**src/rtl/pipe_pkg.sv**
```systemverilog
// Shared definitions for the inter-stage elastic buffers of the 5-stage core:
// bubble word, halt flag width, per-boundary payload layouts and sizing helpers.
package pipe_pkg;

    localparam logic [31:0] NOP_WORD   = 32'h0000_0000;
    localparam int          HALT_BIT_W = 1;

    typedef enum logic {
        ST_EMPTY  = 1'b0,
        ST_ACTIVE = 1'b1
    } buf_state_t;

    typedef struct packed {
        logic [31:0] instr;
        logic [31:0] pc_plus4;
    } if_id_t;

    typedef struct packed {
        logic [31:0] pc_plus4;
        logic [31:0] rs_val;
        logic [31:0] rt_val;
        logic [31:0] imm_ext;
        logic [4:0]  rs;
        logic [4:0]  rt;
        logic [4:0]  rd;
        logic [11:0] ctrl;
    } id_ex_t;

    typedef struct packed {
        logic [31:0] alu_out;
        logic [31:0] store_val;
        logic [4:0]  dest;
        logic [5:0]  ctrl;
    } ex_mem_t;

    typedef struct packed {
        logic [31:0] result;
        logic [4:0]  dest;
        logic        reg_write;
    } mem_wb_t;

    // Pointer width, never below one bit so a single-entry buffer still has a pointer.
    function automatic int ptr_width(input int depth);
        return (depth > 1) ? $clog2(depth) : 1;
    endfunction

endpackage

```
**src/rtl/pipe_buf_ctrl.sv**
```systemverilog
// Control half of the elastic buffer: pointers, occupancy, sticky halt and
// the ready/valid equations. Holds no payload.
module pipe_buf_ctrl
    import pipe_pkg::*;
#(
    parameter int  DEPTH = 2,
    localparam int PTR_W = ptr_width(DEPTH),
    localparam int CNT_W = $clog2(DEPTH + 1)
) (
    input  logic             clk,
    input  logic             rst_b,
    input  logic             in_valid,
    input  logic             in_halted,
    input  logic             out_ready,
    input  logic             lock,
    input  logic             flush,
    output logic             in_ready,
    output logic             out_valid,
    output logic             wr_en,
    output logic [PTR_W-1:0] wr_ptr,
    output logic [PTR_W-1:0] rd_ptr,
    output logic [CNT_W-1:0] count
);

    logic [PTR_W-1:0] rd_q, rd_d, wr_q, wr_d;
    logic [CNT_W-1:0] cnt_q, cnt_d;
    logic             halt_q, halt_d;
    logic             push, pop;
    buf_state_t       state;

    // Explicit wrap keeps DEPTH=1 correct, where the 1-bit pointer must stay at 0.
    function automatic logic [PTR_W-1:0] ptr_inc(input logic [PTR_W-1:0] p);
        return (p == PTR_W'(DEPTH - 1)) ? '0 : p + PTR_W'(1);
    endfunction

    always_ff @(posedge clk or negedge rst_b) begin
        if (!rst_b) begin
            rd_q   <= '0;
            wr_q   <= '0;
            cnt_q  <= '0;
            halt_q <= 1'b0;
        end else begin
            rd_q   <= rd_d;
            wr_q   <= wr_d;
            cnt_q  <= cnt_d;
            halt_q <= halt_d;
        end
    end

    always_comb begin
        state     = (cnt_q == '0) ? ST_EMPTY : ST_ACTIVE;
        out_valid = (state == ST_ACTIVE);
        in_ready  = !lock && !halt_q && (cnt_q < CNT_W'(DEPTH));
        push      = in_valid && in_ready;
        pop       = out_valid && out_ready && !lock && !flush;
        wr_en     = push && !flush;

        rd_d   = rd_q;
        wr_d   = wr_q;
        cnt_d  = cnt_q;
        halt_d = halt_q;

        // Flush squashes everything, including a push offered in the same cycle.
        if (flush) begin
            rd_d   = '0;
            wr_d   = '0;
            cnt_d  = '0;
            halt_d = 1'b0;
        end else begin
            if (push) begin
                wr_d   = ptr_inc(wr_q);
                halt_d = halt_q | in_halted;
            end
            if (pop) begin
                rd_d = ptr_inc(rd_q);
            end
            case ({push, pop})
                2'b10:   cnt_d = cnt_q + CNT_W'(1);
                2'b01:   cnt_d = cnt_q - CNT_W'(1);
                default: cnt_d = cnt_q;
            endcase
        end
    end

    assign wr_ptr = wr_q;
    assign rd_ptr = rd_q;
    assign count  = cnt_q;

endmodule

```
**src/rtl/elastic_pipe_buffer.sv**
```systemverilog
// DEPTH-entry elastic FIFO used between pipeline stages; stores payload plus a
// halted flag and presents NOP_VALUE as a bubble whenever it is empty.
module elastic_pipe_buffer
    import pipe_pkg::*;
#(
    parameter int                DATA_W    = 32,
    parameter int                DEPTH     = 2,
    parameter logic [DATA_W-1:0] NOP_VALUE = DATA_W'(NOP_WORD)
) (
    input  logic                       clk,
    input  logic                       rst_b,
    input  logic                       in_valid,
    output logic                       in_ready,
    input  logic [DATA_W-1:0]          in_data,
    input  logic                       in_halted,
    output logic                       out_valid,
    input  logic                       out_ready,
    output logic [DATA_W-1:0]          out_data,
    output logic                       out_halted,
    input  logic                       lock,
    input  logic                       flush,
    output logic [$clog2(DEPTH+1)-1:0] count
);

    localparam int PTR_W = ptr_width(DEPTH);

    if (DEPTH < 1 || DEPTH > 8 || (DEPTH & (DEPTH - 1)) != 0) begin : g_bad_depth
        $error("elastic_pipe_buffer: DEPTH must be a power of two in 1..8");
    end

    logic [DATA_W-1:0]     data_mem [DEPTH];
    logic [HALT_BIT_W-1:0] halt_mem [DEPTH];
    logic [PTR_W-1:0]      wr_ptr, rd_ptr;
    logic                  wr_en;

    pipe_buf_ctrl #(
        .DEPTH (DEPTH)
    ) u_ctrl (
        .clk       (clk),
        .rst_b     (rst_b),
        .in_valid  (in_valid),
        .in_halted (in_halted),
        .out_ready (out_ready),
        .lock      (lock),
        .flush     (flush),
        .in_ready  (in_ready),
        .out_valid (out_valid),
        .wr_en     (wr_en),
        .wr_ptr    (wr_ptr),
        .rd_ptr    (rd_ptr),
        .count     (count)
    );

    // Storage is not reset: occupancy alone decides what is visible.
    always_ff @(posedge clk) begin
        if (wr_en) begin
            data_mem[wr_ptr] <= in_data;
            halt_mem[wr_ptr] <= HALT_BIT_W'(in_halted);
        end
    end

    assign out_data   = out_valid ? data_mem[rd_ptr] : NOP_VALUE;
    assign out_halted = out_valid & halt_mem[rd_ptr][0];

endmodule

```
**config.mk**
```make
export PLATFORM = sky130hd
export DESIGN_NAME = elastic_pipe_buffer
export DESIGN_NICKNAME = d
export VERILOG_FILES = /design/src/rtl/pipe_pkg.sv /design/src/rtl/pipe_buf_ctrl.sv /design/src/rtl/elastic_pipe_buffer.sv
export SDC_FILE = /design/constraint.sdc
export NUM_CORES = 1
export LEC_CHECK = 0
export ABC_AREA = 0
export CAP_MARGIN = 20
export CORE_UTILIZATION = 40
export DETAILED_ROUTE_END_ITERATION = 10
export DONT_BUFFER_PORTS = 1
export GPL_TIMING_DRIVEN = 0
export SETUP_SLACK_MARGIN = 0.2
export SYNTH_ARGS = -nofsm -noshare
export SYNTH_HDL_FRONTEND = slang
export SYNTH_SLANG_ARGS = --single-unit
export TNS_END_PERCENT = 30
```
**constraint.sdc**
```tcl
create_clock -name clk -period 4.3 [get_ports clk]
set_input_delay 0.86 -clock clk [delete_from_list [all_inputs] [get_ports clk]]
set_output_delay 0.86 -clock clk [all_outputs]
set_load 0.05 [all_outputs]
```
==> results by group <==
Global routing
  – GRT Overall Usage: 0.137
  – First-pass GRT wire length: 7.21 mm
  – Antenna violations before repair: 0
  – Vias in the first global route: 1409
  – Largest net degree at the start of global routing: 20
  – GRT Residual Overflow: 0

Drt
  – Iter 0 DRT Violations: 70
  – Final WL: 4.60 mm
  – Routed Antenna Nets: 0
  – First-pass detailed-route iteration total: 7
  – Vias per std cell: 5.27
  – Routed length per instance: 17.6 um
  – Routed vias: 1375
  – DRC Markers: 8

Final layout
  – Commonest non-fill, non-tap cell in the layout: edfxtp_1
  – Net count of the finished layout: 218
  – Layout cells sized above 1: 0.147
  – Fin util: 0.476
  – Layout Area Growth over Synthesis: 12.7%
  – Antenna diode count: 0
  – Most frequent cells in the layout: 66 x edfxtp_1, 35 x nor2_1, 33 x mux2i_1

Job
  – Max-Cap Viols: 0

STA
  – Final max-slew violation count: 0
  – FMAX: 304 MHz
  – Tmin final: 3.29 ns
  – Final WS setup: 1.01 ns
  – Count of final hold-check violations: 0
  – Headroom to the max-slew limit: 0.370
  – Setup repair after global routing missed its margin: false
  – Worst Clk Skew: 0.00345 ns
  – Final-report setup violation count: 0
  – Fin crit share: 0.764
  – Worst-Margin Slew: 0.941 ns

Logic synthesis
  – Syn avg cell area: 16.6 sq um
  – Synth unique cells: 21
  – Synthesized Nets: 204
  – Post-Syn Instances: 165
  – Syn. warnings: 0
  – Post-Syn Area: 0.00275 sq mm
  – Post-synthesis sequential area ratio: 0.768
  – #FFs+latches synth: 71

Setup path
  – Worst path max stage delay: 0.81 ns
  – Worst EP required: 3.44 ns
  – Worst setup EP type: output port
  – Slowest CP cell: dfrtp_1
  – Worst setup SP type: flip-flop
  – Critical path, cell by cell: nor2_2 > clkbuf_1 > nor2_1
  – WP data arrival: 2.43 ns
  – Largest fanout on the critical path: 10
  – WS Path Type: reg -> out

Run status
  – Run status: finished, violations left
  – Failing checks: DRC

Die
  – Die ar.: 0.00720 sq mm
  – Core Region: 0.00649 sq mm
  – Initial Util: 0.423
  – Die Y: 84.8 um
  – Die width: 84.8 um
  – IO Pins: 76
  – Num rows: 29

Clock network
  – CTS H-tree depth: 3
  – CTS tree: yes
  – Num CTS Buffers: 9
  – Setup repair bufs after CTS: 0
  – Clock root buffer: clkbuf_8
  – Clock transition at the registers of the reported paths: 0.07 ns
  – CTS sink count: 71
  – Clock Tree Buf Depth: 2
  – Post_cts resized: 0
  – Number of hold buffers added after CTS: 0
  – Clk_lat worst skew: 0.32 ns

Pwr
  – P per Cell Area: 446 mW/mm^2
  – Pleak: 0.000990 uW
  – Max VDD drop: 0.219 mV
  – Tot Pwr: 1380 uW

Place
  – # port buffers: 0
  – Placer Congestion: 0.791
  – Worst Setup Slack post-DPL: 1.09 ns
  – Detailed Place HPWL: 3.33 mm

Hold path
  – Hold WC Path Type: in -> async
==> state kept, by name (all words and copies together) (netlist names) <==
| register | cells |
|---|---|
| data_mem | 64 |
| halt_mem | 2 |
| u_ctrl.count | 2 |
| u_ctrl.halt_q | 1 |
| u_ctrl.rd_ptr | 1 |
| u_ctrl.wr_ptr | 1 |
==> report_power, final <==
part / internal [uW] / leakage (uW) / total (uW) / switching, uW
clock: 263 / 0.0000945 / 481 / 217
sequential: 773 / 0.000667 / 782 / 9.13
combinational: 23.3 / 0.000229 / 117 / 94.0
==> layer usage <==
| metal | GRT usage | wire, um |
|---|---|---|
| met1 | 0.142 | 1730 |
| met4 | 0.0586 | 48 |
| met5 | 0 | 0 |
| met2 | 0.234 | 2380 |
| met3 | 0.0710 | 441 |
==> critical path: cells and delay by family, from the launching register on <==
| family | cells | cell delay (ns) |
|---|---|---|
| buf+inv | 1 | 0.29 |
| flops | 1 | 0.81 |
| simple gates | 2 | 1.00 |
==> final cells by class <==
cell class                      count  area [sq um]
Fill cell                         552          3400
Sequential cell                    71          2110
Multi-Input combinational cell     86           614
Clock buffer                       11           131
Tap cell                           77          96.3
Timing Repair Buffer                3          50.0
Clock inverter                      5          48.8
Buffer                              7          41.3
Inverter                            1          3.75
==> cell usage after synthesis (all sizes together) <==
cell    count  area share
inv         1      0.0014
a211oi      1      0.0027
nor2       36       0.050
edfxtp     66        0.72
a21oi       4      0.0073
nand2b      1      0.0023
a311oi      1      0.0032
or3         1      0.0023
nand2       1      0.0014
nor3        3      0.0055
dfrtp       5       0.046
buf         6       0.014
clkbuf      1      0.0014
mux2i      33        0.12
xnor2       1      0.0032
nor3b       1      0.0027
o21ai       1      0.0018
nor4b       1      0.0087
and4bb      1      0.0046
==> stage by stage <==
step | cells | setup TNS (ns) | instance area (sq um) | hold slack [ns]
after CTS | 261 | 0 | 3090 | 0.199
after detailed placement | 245 | 0 | 2910 | 0.565
after global routing | 261 | 0 | 3090 | 0.196
after floorplan | 165 | -23.63 | 2750 | 0.523
after global placement | 242 | -72.18 | 2850 | 0.545
final | 261 | 0 | 3090 | 0.224
==> logic make-up after synthesis <==
family / after synthesis / share of synthesized area
AO/OA/AOI/OAI: 7 / 0.0150
multiplexers: 33 / 0.120
AND/OR/NAND/NOR: 45 / 0.0775
buffers and inverters: 8 / 0.0164
XOR/XNOR: 1 / 0.00319
flip-flops: 71 / 0.768
==> path summary, 6_finish.rpt <==
check,to,startpoint,cells past startpoint,slack [ns]
min in group clk,u_ctrl.rd_ptr$_DFFE_PN0P_,flush,1,0.59
min,u_ctrl.wr_ptr$_DFFE_PN0P_,rst_b,0,0.22
max reg2reg,data_mem[1][19]$_DFFE_PP_,u_ctrl.count[1]$_DFFE_PN0P_,4,1.26
max in group asynchronous,u_ctrl.count[1]$_DFFE_PN0P_,rst_b,0,4.01
min reg2reg,u_ctrl.wr_ptr$_DFFE_PN0P_,u_ctrl.wr_ptr$_DFFE_PN0P_,2,0.63
max,out_data[18],u_ctrl.count[1]$_DFFE_PN0P_,3,1.01
Note: power is estimated with default switching activity, not from simulation.
